<file path="config.mk">
export PLATFORM = sky130hd
export DESIGN_NAME = dma_hold_master_flat
export DESIGN_NICKNAME = d
export VERILOG_FILES = /design/src/rtl/dma_hold_master_pkg.sv /design/src/rtl/dma_hold_master_if.sv /design/src/rtl/dma_hold_master_regs.sv /design/src/rtl/dma_hold_master.sv /design/src/flat_wrapper.sv
export SDC_FILE = /design/constraint.sdc
export NUM_CORES = 1
export LEC_CHECK = 0
export BUFFER_PORTS_ARGS = -buffer_cell sky130_fd_sc_hd__buf_2
export CAP_MARGIN = 20
export CORE_MARGIN = 3
export CORE_UTILIZATION = 45
export DETAILED_ROUTE_END_ITERATION = 12
export GPL_TIMING_DRIVEN = 1
export PLACE_DENSITY = 0.8
export SLEW_MARGIN = 20
export SYNTH_ARGS = -nofsm -noshare
export SYNTH_HDL_FRONTEND = slang
export SYNTH_SLANG_ARGS = --single-unit
</file>
<file path="constraint.sdc">
create_clock -name clk -period 5 [get_ports clk]
set_clock_uncertainty 0.05 [all_clocks]
set_input_delay 0.25 -clock clk [delete_from_list [all_inputs] [get_ports clk]]
set_output_delay 0.25 -clock clk [all_outputs]
set_load 0.05 [all_outputs]
</file>
<file path="src/rtl/dma_hold_master_pkg.sv">
// Shared constants for the hold/holdACK DMA master: widths, register map,
// control bit positions, state encoding and the pointer-advance helper.
package dma_hold_master_pkg;

   localparam int wide     = 32;
   localparam int LEN_BITS = 16;

   localparam logic [4:0] A_SRC  = 5'b11000;
   localparam logic [4:0] A_DST  = 5'b11001;
   localparam logic [4:0] A_LEN  = 5'b11010;
   localparam logic [4:0] A_CTRL = 5'b11011;

   localparam int START   = 0;
   localparam int FILL    = 1;
   localparam int CLRDONE = 2;

   typedef enum logic [2:0] {
      IDLE = 3'd0,
      REQ  = 3'd1,
      RD   = 3'd2,
      WR   = 3'd3,
      DONE = 3'd4
   } state_t;

   // Word step on a byte pointer; the byte-offset bits ride along untouched
   // and the word part wraps silently at the top of the address space.
   function automatic logic [wide-1:0] ptr_next(input logic [wide-1:0] p);
      return {p[wide-1:2] + (wide-2)'(1), p[1:0]};
   endfunction

endpackage

</file>
<file path="src/rtl/dma_hold_master_if.sv">
// CPU register window, hold/holdACK handshake and data-memory port of the
// DMA master. The DMA side uses modport master; the CPU/memory side uses slave.
interface dma_hold_master_if;
   import dma_hold_master_pkg::*;

   logic            we;
   logic [4:0]      addr;
   logic [wide-1:0] dataIn;
   logic [wide-1:0] rdata;
   logic            hold;
   logic            holdACK;
   logic [wide-1:0] mem_a;
   logic            mem_we;
   logic [wide-1:0] mem_d;
   logic [wide-1:0] mem_q;
   logic            busy;
   logic            done_irq;

   modport master (
      input  we, addr, dataIn, holdACK, mem_q,
      output rdata, hold, mem_a, mem_we, mem_d, busy, done_irq
   );

   modport slave (
      output we, addr, dataIn, holdACK, mem_q,
      input  rdata, hold, mem_a, mem_we, mem_d, busy, done_irq
   );

endinterface

</file>
<file path="src/rtl/dma_hold_master_regs.sv">
// Register window of the DMA master: source/destination pointers, word count,
// sticky done flag and the readback mux. Software writes to the pointers and
// count land only while idle; while a transfer runs the state machine owns them.
module dma_regs
   import dma_hold_master_pkg::*;
(
   input  logic                clk,
   input  logic                rst,
   input  logic                we,
   input  logic [4:0]          addr,
   input  logic [wide-1:0]     dataIn,
   input  logic                busy,
   input  logic                adv,
   input  logic                adv_src,
   input  logic                set_done,
   output logic                start_req,
   output logic [wide-1:0]     src,
   output logic [wide-1:0]     dst,
   output logic [LEN_BITS-1:0] len,
   output logic [wide-1:0]     rdata
);

   logic ctrl_wr;
   logic done;

   assign ctrl_wr   = we && (addr == A_CTRL);
   assign start_req = ctrl_wr && dataIn[START] && !busy;

   // Pointers and count: software loads when idle, word steps from the engine.
   always_ff @(posedge clk or posedge rst) begin
      if (rst) begin
         src <= '0;
         dst <= '0;
         len <= '0;
      end else if (adv) begin
         dst <= ptr_next(dst);
         len <= len - LEN_BITS'(1);
         if (adv_src)
            src <= ptr_next(src);
      end else if (we && !busy) begin
         case (addr)
            A_SRC:   src <= dataIn;
            A_DST:   dst <= dataIn;
            A_LEN:   len <= dataIn[LEN_BITS-1:0];
            default: ;
         endcase
      end
   end

   // Sticky done: a start decides it outright (set for an empty job, cleared
   // otherwise), so a start beats a clear-done arriving in the same write.
   always_ff @(posedge clk or posedge rst) begin
      if (rst)
         done <= 1'b0;
      else if (start_req)
         done <= (len == '0);
      else if (set_done)
         done <= 1'b1;
      else if (ctrl_wr && dataIn[CLRDONE])
         done <= 1'b0;
   end

   // Combinational readback; unmapped addresses read as zero.
   always_comb begin
      rdata = '0;
      case (addr)
         A_SRC:   rdata = src;
         A_DST:   rdata = dst;
         A_LEN:   rdata = {{(wide-LEN_BITS){1'b0}}, len};
         A_CTRL:  rdata = {{(wide-3){1'b0}}, done, busy, 1'b0};
         default: rdata = '0;
      endcase
   end

endmodule

</file>
<file path="src/rtl/dma_hold_master.sv">
// Bus-master DMA engine on the CPU hold/holdACK handshake. Requests the bus,
// copies len 32-bit words src -> dst through the data-memory port (async read,
// clocked write), releases the bus, sets done and pulses done_irq.
// Optional fill mode (macro DMA_FILL_EN): CTRL bit1 at start makes the engine
// write the src register value to len destination words, one word per cycle.
//
// state | meaning
// IDLE  | waiting for a start write
// REQ   | hold raised, waiting for holdACK
// RD    | src on mem_a, word captured into buffer when granted
// WR    | dst on mem_a, word written, pointers and count step
// DONE  | bus released; next edge sets done and pulses done_irq
module dma_hold_master
   import dma_hold_master_pkg::*;
(
   input  logic               clk,
   input  logic               rst,
   dma_hold_master_if.master  bus
);

   state_t                state;
   state_t                state_nx;
   logic [wide-1:0]       src;
   logic [wide-1:0]       dst;
   logic [wide-1:0]       buffer;
   logic [LEN_BITS-1:0]   len;
   logic                  start_req;
   logic                  start_go;
   logic                  start_zero;
   logic                  fill_q;
   logic                  irq_q;

   dma_regs u_regs (
      .clk       (clk),
      .rst       (rst),
      .we        (bus.we),
      .addr      (bus.addr),
      .dataIn    (bus.dataIn),
      .busy      (bus.busy),
      .adv       (state == WR),
      .adv_src   (!fill_q),
      .set_done  (state == DONE),
      .start_req (start_req),
      .src       (src),
      .dst       (dst),
      .len       (len),
      .rdata     (bus.rdata)
   );

   assign start_go   = start_req && (len != '0);
   assign start_zero = start_req && (len == '0);

`ifdef DMA_FILL_EN
   // Fill mode is sampled once, on the accepted start.
   always_ff @(posedge clk or posedge rst) begin
      if (rst)
         fill_q <= 1'b0;
      else if (start_go)
         fill_q <= bus.dataIn[FILL];
   end
`else
   assign fill_q = 1'b0;
`endif

   // State register.
   always_ff @(posedge clk or posedge rst) begin
      if (rst)
         state <= IDLE;
      else
         state <= state_nx;
   end

   // Next state. WR never aborts; a lost grant is only noticed in RD (copy)
   // or after the current word (fill).
   always_comb begin
      state_nx = state;
      case (state)
         IDLE: if (start_go) state_nx = REQ;
         REQ:  if (bus.holdACK) state_nx = fill_q ? WR : RD;
         RD:   state_nx = bus.holdACK ? WR : REQ;
         WR: begin
            if (len == LEN_BITS'(1))
               state_nx = DONE;
            else if (!fill_q)
               state_nx = RD;
            else if (bus.holdACK)
               state_nx = WR;
            else
               state_nx = REQ;
         end
         DONE:    state_nx = IDLE;
         default: state_nx = IDLE;
      endcase
   end

   // Read word capture while granted in RD.
   always_ff @(posedge clk or posedge rst) begin
      if (rst)
         buffer <= '0;
      else if (state == RD && bus.holdACK)
         buffer <= bus.mem_q;
   end

   // One-cycle completion pulse, for a finished job or an empty start.
   always_ff @(posedge clk or posedge rst) begin
      if (rst)
         irq_q <= 1'b0;
      else
         irq_q <= (state == DONE) || start_zero;
   end

   // Moore outputs; the memory port is driven only in RD/WR.
   always_comb begin
      bus.hold   = 1'b0;
      bus.mem_a  = '0;
      bus.mem_d  = '0;
      bus.mem_we = 1'b0;
      case (state)
         REQ: bus.hold = 1'b1;
         RD: begin
            bus.hold  = 1'b1;
            bus.mem_a = src;
         end
         WR: begin
            bus.hold   = 1'b1;
            bus.mem_a  = dst;
            bus.mem_d  = fill_q ? src : buffer;
            bus.mem_we = 1'b1;
         end
         default: ;
      endcase
   end

   assign bus.busy     = (state != IDLE);
   assign bus.done_irq = irq_q;

endmodule

</file>
<file path="src/flat_wrapper.sv">
// flat-port wrapper written by rule: the top's interface ports become plain ports
module dma_hold_master_flat import dma_hold_master_pkg::*;
  (clk, rst, bus_we, bus_addr, bus_dataIn, bus_holdACK, bus_mem_q, bus_rdata, bus_hold, bus_mem_a, bus_mem_we, bus_mem_d, bus_busy, bus_done_irq);
  dma_hold_master_if bus_i ();
  input  logic clk;
  input  logic rst;
  input wire logic [$bits(bus_i.we)-1:0] bus_we;
  input wire logic [$bits(bus_i.addr)-1:0] bus_addr;
  input wire logic [$bits(bus_i.dataIn)-1:0] bus_dataIn;
  input wire logic [$bits(bus_i.holdACK)-1:0] bus_holdACK;
  input wire logic [$bits(bus_i.mem_q)-1:0] bus_mem_q;
  output wire logic [$bits(bus_i.rdata)-1:0] bus_rdata;
  output wire logic [$bits(bus_i.hold)-1:0] bus_hold;
  output wire logic [$bits(bus_i.mem_a)-1:0] bus_mem_a;
  output wire logic [$bits(bus_i.mem_we)-1:0] bus_mem_we;
  output wire logic [$bits(bus_i.mem_d)-1:0] bus_mem_d;
  output wire logic [$bits(bus_i.busy)-1:0] bus_busy;
  output wire logic [$bits(bus_i.done_irq)-1:0] bus_done_irq;
  assign bus_i.we = bus_we;
  assign bus_i.addr = bus_addr;
  assign bus_i.dataIn = bus_dataIn;
  assign bus_i.holdACK = bus_holdACK;
  assign bus_i.mem_q = bus_mem_q;
  assign bus_rdata = bus_i.rdata;
  assign bus_hold = bus_i.hold;
  assign bus_mem_a = bus_i.mem_a;
  assign bus_mem_we = bus_i.mem_we;
  assign bus_mem_d = bus_i.mem_d;
  assign bus_busy = bus_i.busy;
  assign bus_done_irq = bus_i.done_irq;
  dma_hold_master u_core (.clk(clk), .rst(rst), .bus(bus_i));
endmodule
</file>
-- Word-level counts from Yosys, hierarchy flattened
Cells that the tools add are included.
- input port bits: 73
- flip-flop bits (word level): 117
- output and inout port bits: 100
- word-level logic and storage cells: 72
- add/sub/neg operators: 3
- reduce and logical (&&, ||, !) cells: 26
- bitwise operators: 1
- mux-type cells: 22
- equality and inequality tests: 11
- operator list (kind ; number):
    32-bit two-way mux ; 7
    32-bit case mux with 4 select lines ; 1
    32-bit case mux with 2 select lines ; 1
    30-bit by 1-bit adder with 30-bit output (second input constant) ; 2
    16-bit two-way mux ; 3
    5-bit == test (second input constant) ; 4
    16-bit by 1-bit == test with 1-bit output (second input constant) ; 1
    16-bit zero test ; 1
    16-bit nonzero test ; 1
    16-bit by 1-bit subtractor with 16-bit output (second input constant) ; 1
    3-bit case mux with 4 select lines ; 1
    3-bit two-way mux ; 3
    1-bit logical AND ; 8
    2-bit AND reduction ; 4
    2-bit nonzero test ; 4
    3-bit by 2-bit == test with 1-bit output (second input constant) ; 2
    3-bit AND reduction ; 2
    3-bit nonzero test ; 2
    1-bit two-way mux ; 5
    3-bit by 1-bit == test with 1-bit output (second input constant) ; 1
    3-bit == test (second input constant) ; 1
    3-bit zero test ; 1
    3-bit OR reduction ; 1
    2-bit two-way mux ; 1
    other kinds (5) ; 5

-- Depth between registers and ports, before layout
- depth after elaboration: 7
- depth in mapped cells: 8
- mapped depth without buffers: 6

-- By module
Synthesis repeated with hierarchy kept, for this count alone.
- cells, all modules: 842
- area, all modules: 7618.6 µm²
- by module, submodules not included (module ; area an instance (µm²) ; cells each ; seq. area each (µm²) ; times used):
    dma_regs ; 5589.1 ; 666 ; 2026.9 ; 1
    dma_hold_master ; 2029.4 ; 176 ; 900.9 ; 1

-- Worst setup path before layout
OpenSTA, ideal clock, no wires.
- path kind: flip-flop to output port
- start point: register u_core.state[2]
- end point: output port bus_mem_a[23]
- path buffers: 3
- stages on the path, launching flop included: 6
- setup slack: 2489 ps
- data required time: 4700 ps
- arrival: 2211 ps
- cells stage by stage: dfrtp_1 -> buf_2 -> nand3b_4 -> clkbuf_1 -> clkbuf_1 -> o21ai_0
- cells in the longest elaborated chain, start to end: 2
- elaborated cells on any way between the ends: 3
- those cells by class: eq/ne (2); mux (1)
- ends and longest elaborated chain (what ; RTL line ; RTL):
    start: declaration ; dma_hold_master.sv:21 ; state_t state;
    start signal: assignment ; dma_hold_master.sv:70 ; state <= state_nx;
    3-bit by 2-bit == test with 1-bit output ; dma_hold_master.sv:118 ; case (state)
    32-bit case mux with 2 select lines (*) ; dma_hold_master.sv:118 ;
    end: declaration ; flat_wrapper.sv:14 ; output wire logic [$bits(bus_i.mem_a)-1:0] bus_mem_a;
Mark *: on every way between the ends. The rest lies on a longest branch, timed or not.

-- Worst setup path after layout
- start point: register u_core.state[2]
- end point: output port bus_mem_a[2]
The elaborated chain is that of the path after synthesis.

==> metrics.txt <==
yosys warns=0; Fin Setup TNS=0 ps; min Tclk post-route=~3200 ps; Post-Synthesis Cells=around 780; Slew headroom=0.2988; ys async rst share=1.000; CP Capture Type=primary output; hold_sp=bus_dataIn[27]; largest family of logic cells by synthesized area=simple AND/OR/NAND/NOR gates; Netlist cell types=65; starting DRC count in detailed routing=around 780; die area=17,070 um2; hpwl dp=15,620 um; Critical Path RT=around 4700 ps; Die H=~130 um; endpoints failing setup=0; area grow syn2layout=23.88%; gr usage total=0.2683; vias in the first global route=6,741; XOR/XNOR Fraction of Synth Area=0.002504; Vias/cell=approximately 6.3; worst-skew pair later-pin latency=approximately 420 ps; Clock transition at path regs=roughly 60 ps; Inserted Clock Buffers=17; Max clock buf depth=2; clk sinks=around 120; WS Path Type=reg -> out; initial antenna violation count=1; Fmax=around 310 MHz; H-tree levels=4; clock tree from TritonCTS=built; critical path peak fanout=42; synthesized area=~7000 um2; antenna-violating nets left=0; Synth Register Bits=117; Compound-Gate Fraction of Synth Area=0.2116; synthesized net count=860; Synth Area per Inst=between 8 and 9 um2; RSZ-0062 raised after global routing=no; Ports=~170; ANT cells=0; Worst Setup Start Kind=flop; Hold Crit Class=in -> reg; I/O Buffers=about 170; WL final=around 23,000 um; Root Buffer=clkbuf_16; status=finished clean; DR vias=between 7,000 and 8,000; post-synthesis mux area share=0.05581; Simple-Gate Fraction of Synth Area=0.2617; wire length per cell=about 20 um; Worst EP arrival=2880 ps; Fillers=1,327; chip width=approximately 130 um; Final Slew Violations=0; Initial Util=0.4705; Initial DRT Pass Iterations=5; EDFF count, synth=0; proportion of layout cells with a drive suffix above 1=0.2772; drt drc=0; total power=between 5 and 6 mW; gr ovfl total=0; worst r2r src=u_core.state[2]; max cap viols=0; Adder-Cell Fraction of Synth Area=0.007156; Final Wtd Congestion=about 0.88; Final period util=0.6355; Worst-Margin Slew=around 1100 ps; core footprint=~15,000 um2; Synth Flop Type=dfrtp_1; largest net degree at the start of global routing=71; register area share after synthesis=0.4186; Cell Pwr Density=665.8 nW/um2; worst vdd ir=roughly 0.38 mV; Worst Setup SP=u_core.state[2]; first-pass GRT wire length=~36,000 um; Hold Vio Cnt, Final=0; row count=44; Pleak=3.994 nW; Final nets=1,009
critical path: stages, from the launching register on:
cell and delay (ps):
dfrtp_1 510, nand3b_4 450, clkinv_2 540, buf_4 440, a22o_1 280, buf_2 220
cells in the final DEF (no fill, tap or decap), drive strengths merged, types with 20 or more instances in the layout:
cell type  instances
buf              181
nand2            120
dfrtp            117
nor2              57
nand3             45
a22o              42
and2              40
mux2              32
o21ai             23
a211oi            22
a21oi             21
nor3              20
and3              20
sequential cells by signal (all words and copies together), names as in the netlist:
signal,flops
u_core.u_regs.len,16
u_core.u_regs.src,32
u_core.u_regs.done,1
u_core.buffer,32
u_core.bus.done_irq,1
u_core.u_regs.dst,32
u_core.state,3
report_power, final:
part | internal (mW) | switching [mW] | total, mW
registers | 1.36 | 0.565 | 1.93
clock network | 0.928 | 0.451 | 1.38
logic | 0.800 | 1.66 | 2.46
through the flow:
step	hold slack [ps]	utilization	worst slack, ps	instances	instance area (um2)
3_5_place_dp	421.8	0.5322	1929	1088	7910
4_1_cts	0.1056	0.5827	1844	1129	8661
5_1_grt	3.147	0.5829	1676	1129	8665
6_report	5.076	0.5829	1822	1129	8665
3_3_place_gp	413.7	0.5322	2052	1088	7910
2_1_floorplan	305.4	-	1599	783	6994
cell families (layout without fill, tap and decap cells):
kind of cell | after synthesis | in the layout
and+or+nand+nor | 355 | 355
AOI/OAI and AO/OA | 198 | 198
DFF | 117 | 117
buffers and inverters | 72 | 234
muxes | 35 | 35
adders and majority gates | 4 | 4
xor gates and xnor gates | 2 | 2
synth_stat cells (5+ instances only):
library cell    n  area [um2]
inv_1          11       41.29
nand3_1        45       225.2
nor2_1         57       214.0
mux2_2         31       349.1
buf_2          16       80.08
o311ai_1        5       43.79
a22o_1         42       367.9
clkbuf_1       41       153.9
or3_1           8       50.05
o211ai_1       19       142.6
a311oi_1       11       96.34
and3_1         20       125.1
and4_1          8       70.07
a211oi_1       22       165.2
o311ai_0        7       61.31
nand2_1       120       450.4
nor3_1         19       95.09
a22oi_1        19       142.6
o21ai_0        22       110.1
dfrtp_1       117        2928
a21oi_1        21       105.1
nand4_1         7       43.79
and2_1         38       237.7
layer usage:
layer  GRT usage  vias to the layer above  wire length, um
met5           0                        -               13
met4     0.09074                        2              391
met3     0.08333                       37             2223
met2      0.4254                      365            10810
met1      0.3505                     3448             9230
li1            -                     3214                -
worst paths after layout:
check / to / slack [ps] / depth (start not counted)
worst max register to register: u_core.u_regs.src[29] / 1880 / 6
max in group asynchronous: u_core.u_regs.src[12] / 3220 / 4
worst max-delay path: bus_mem_a[2] / 1820 / 5
min in group asynchronous: u_core.buffer[28] / 520 / 3
worst min-delay path: u_core.u_regs.dst[27] / 5 / 3
worst min register to register: u_core.buffer[22] / 440 / 1
layout make-up:
cell class | instances | area, um2 | area share
clock buffers | 17 | 425.4 | 0.04910
clock inverters | 15 | 235.2 | 0.02715
inverters | 12 | 48.80 | 0.005632
multi-input cells | 594 | 3779 | 0.4361
flip-flops and latches | 117 | 2928 | 0.3379
well taps | 184 | 230.2 | 0.02657
repair buffers | 190 | 1018 | 0.1175
timing repair:
| item | in CTS | in global routing |
|---|---|---|
| resized for setup | 0 | 0 |
| setup buffers | 0 | 0 |
| endpoints found under the hold margin | 11 | 0 |
| hold buffers | 9 | 0 |
Note: power is estimated with default switching activity, not from simulation.
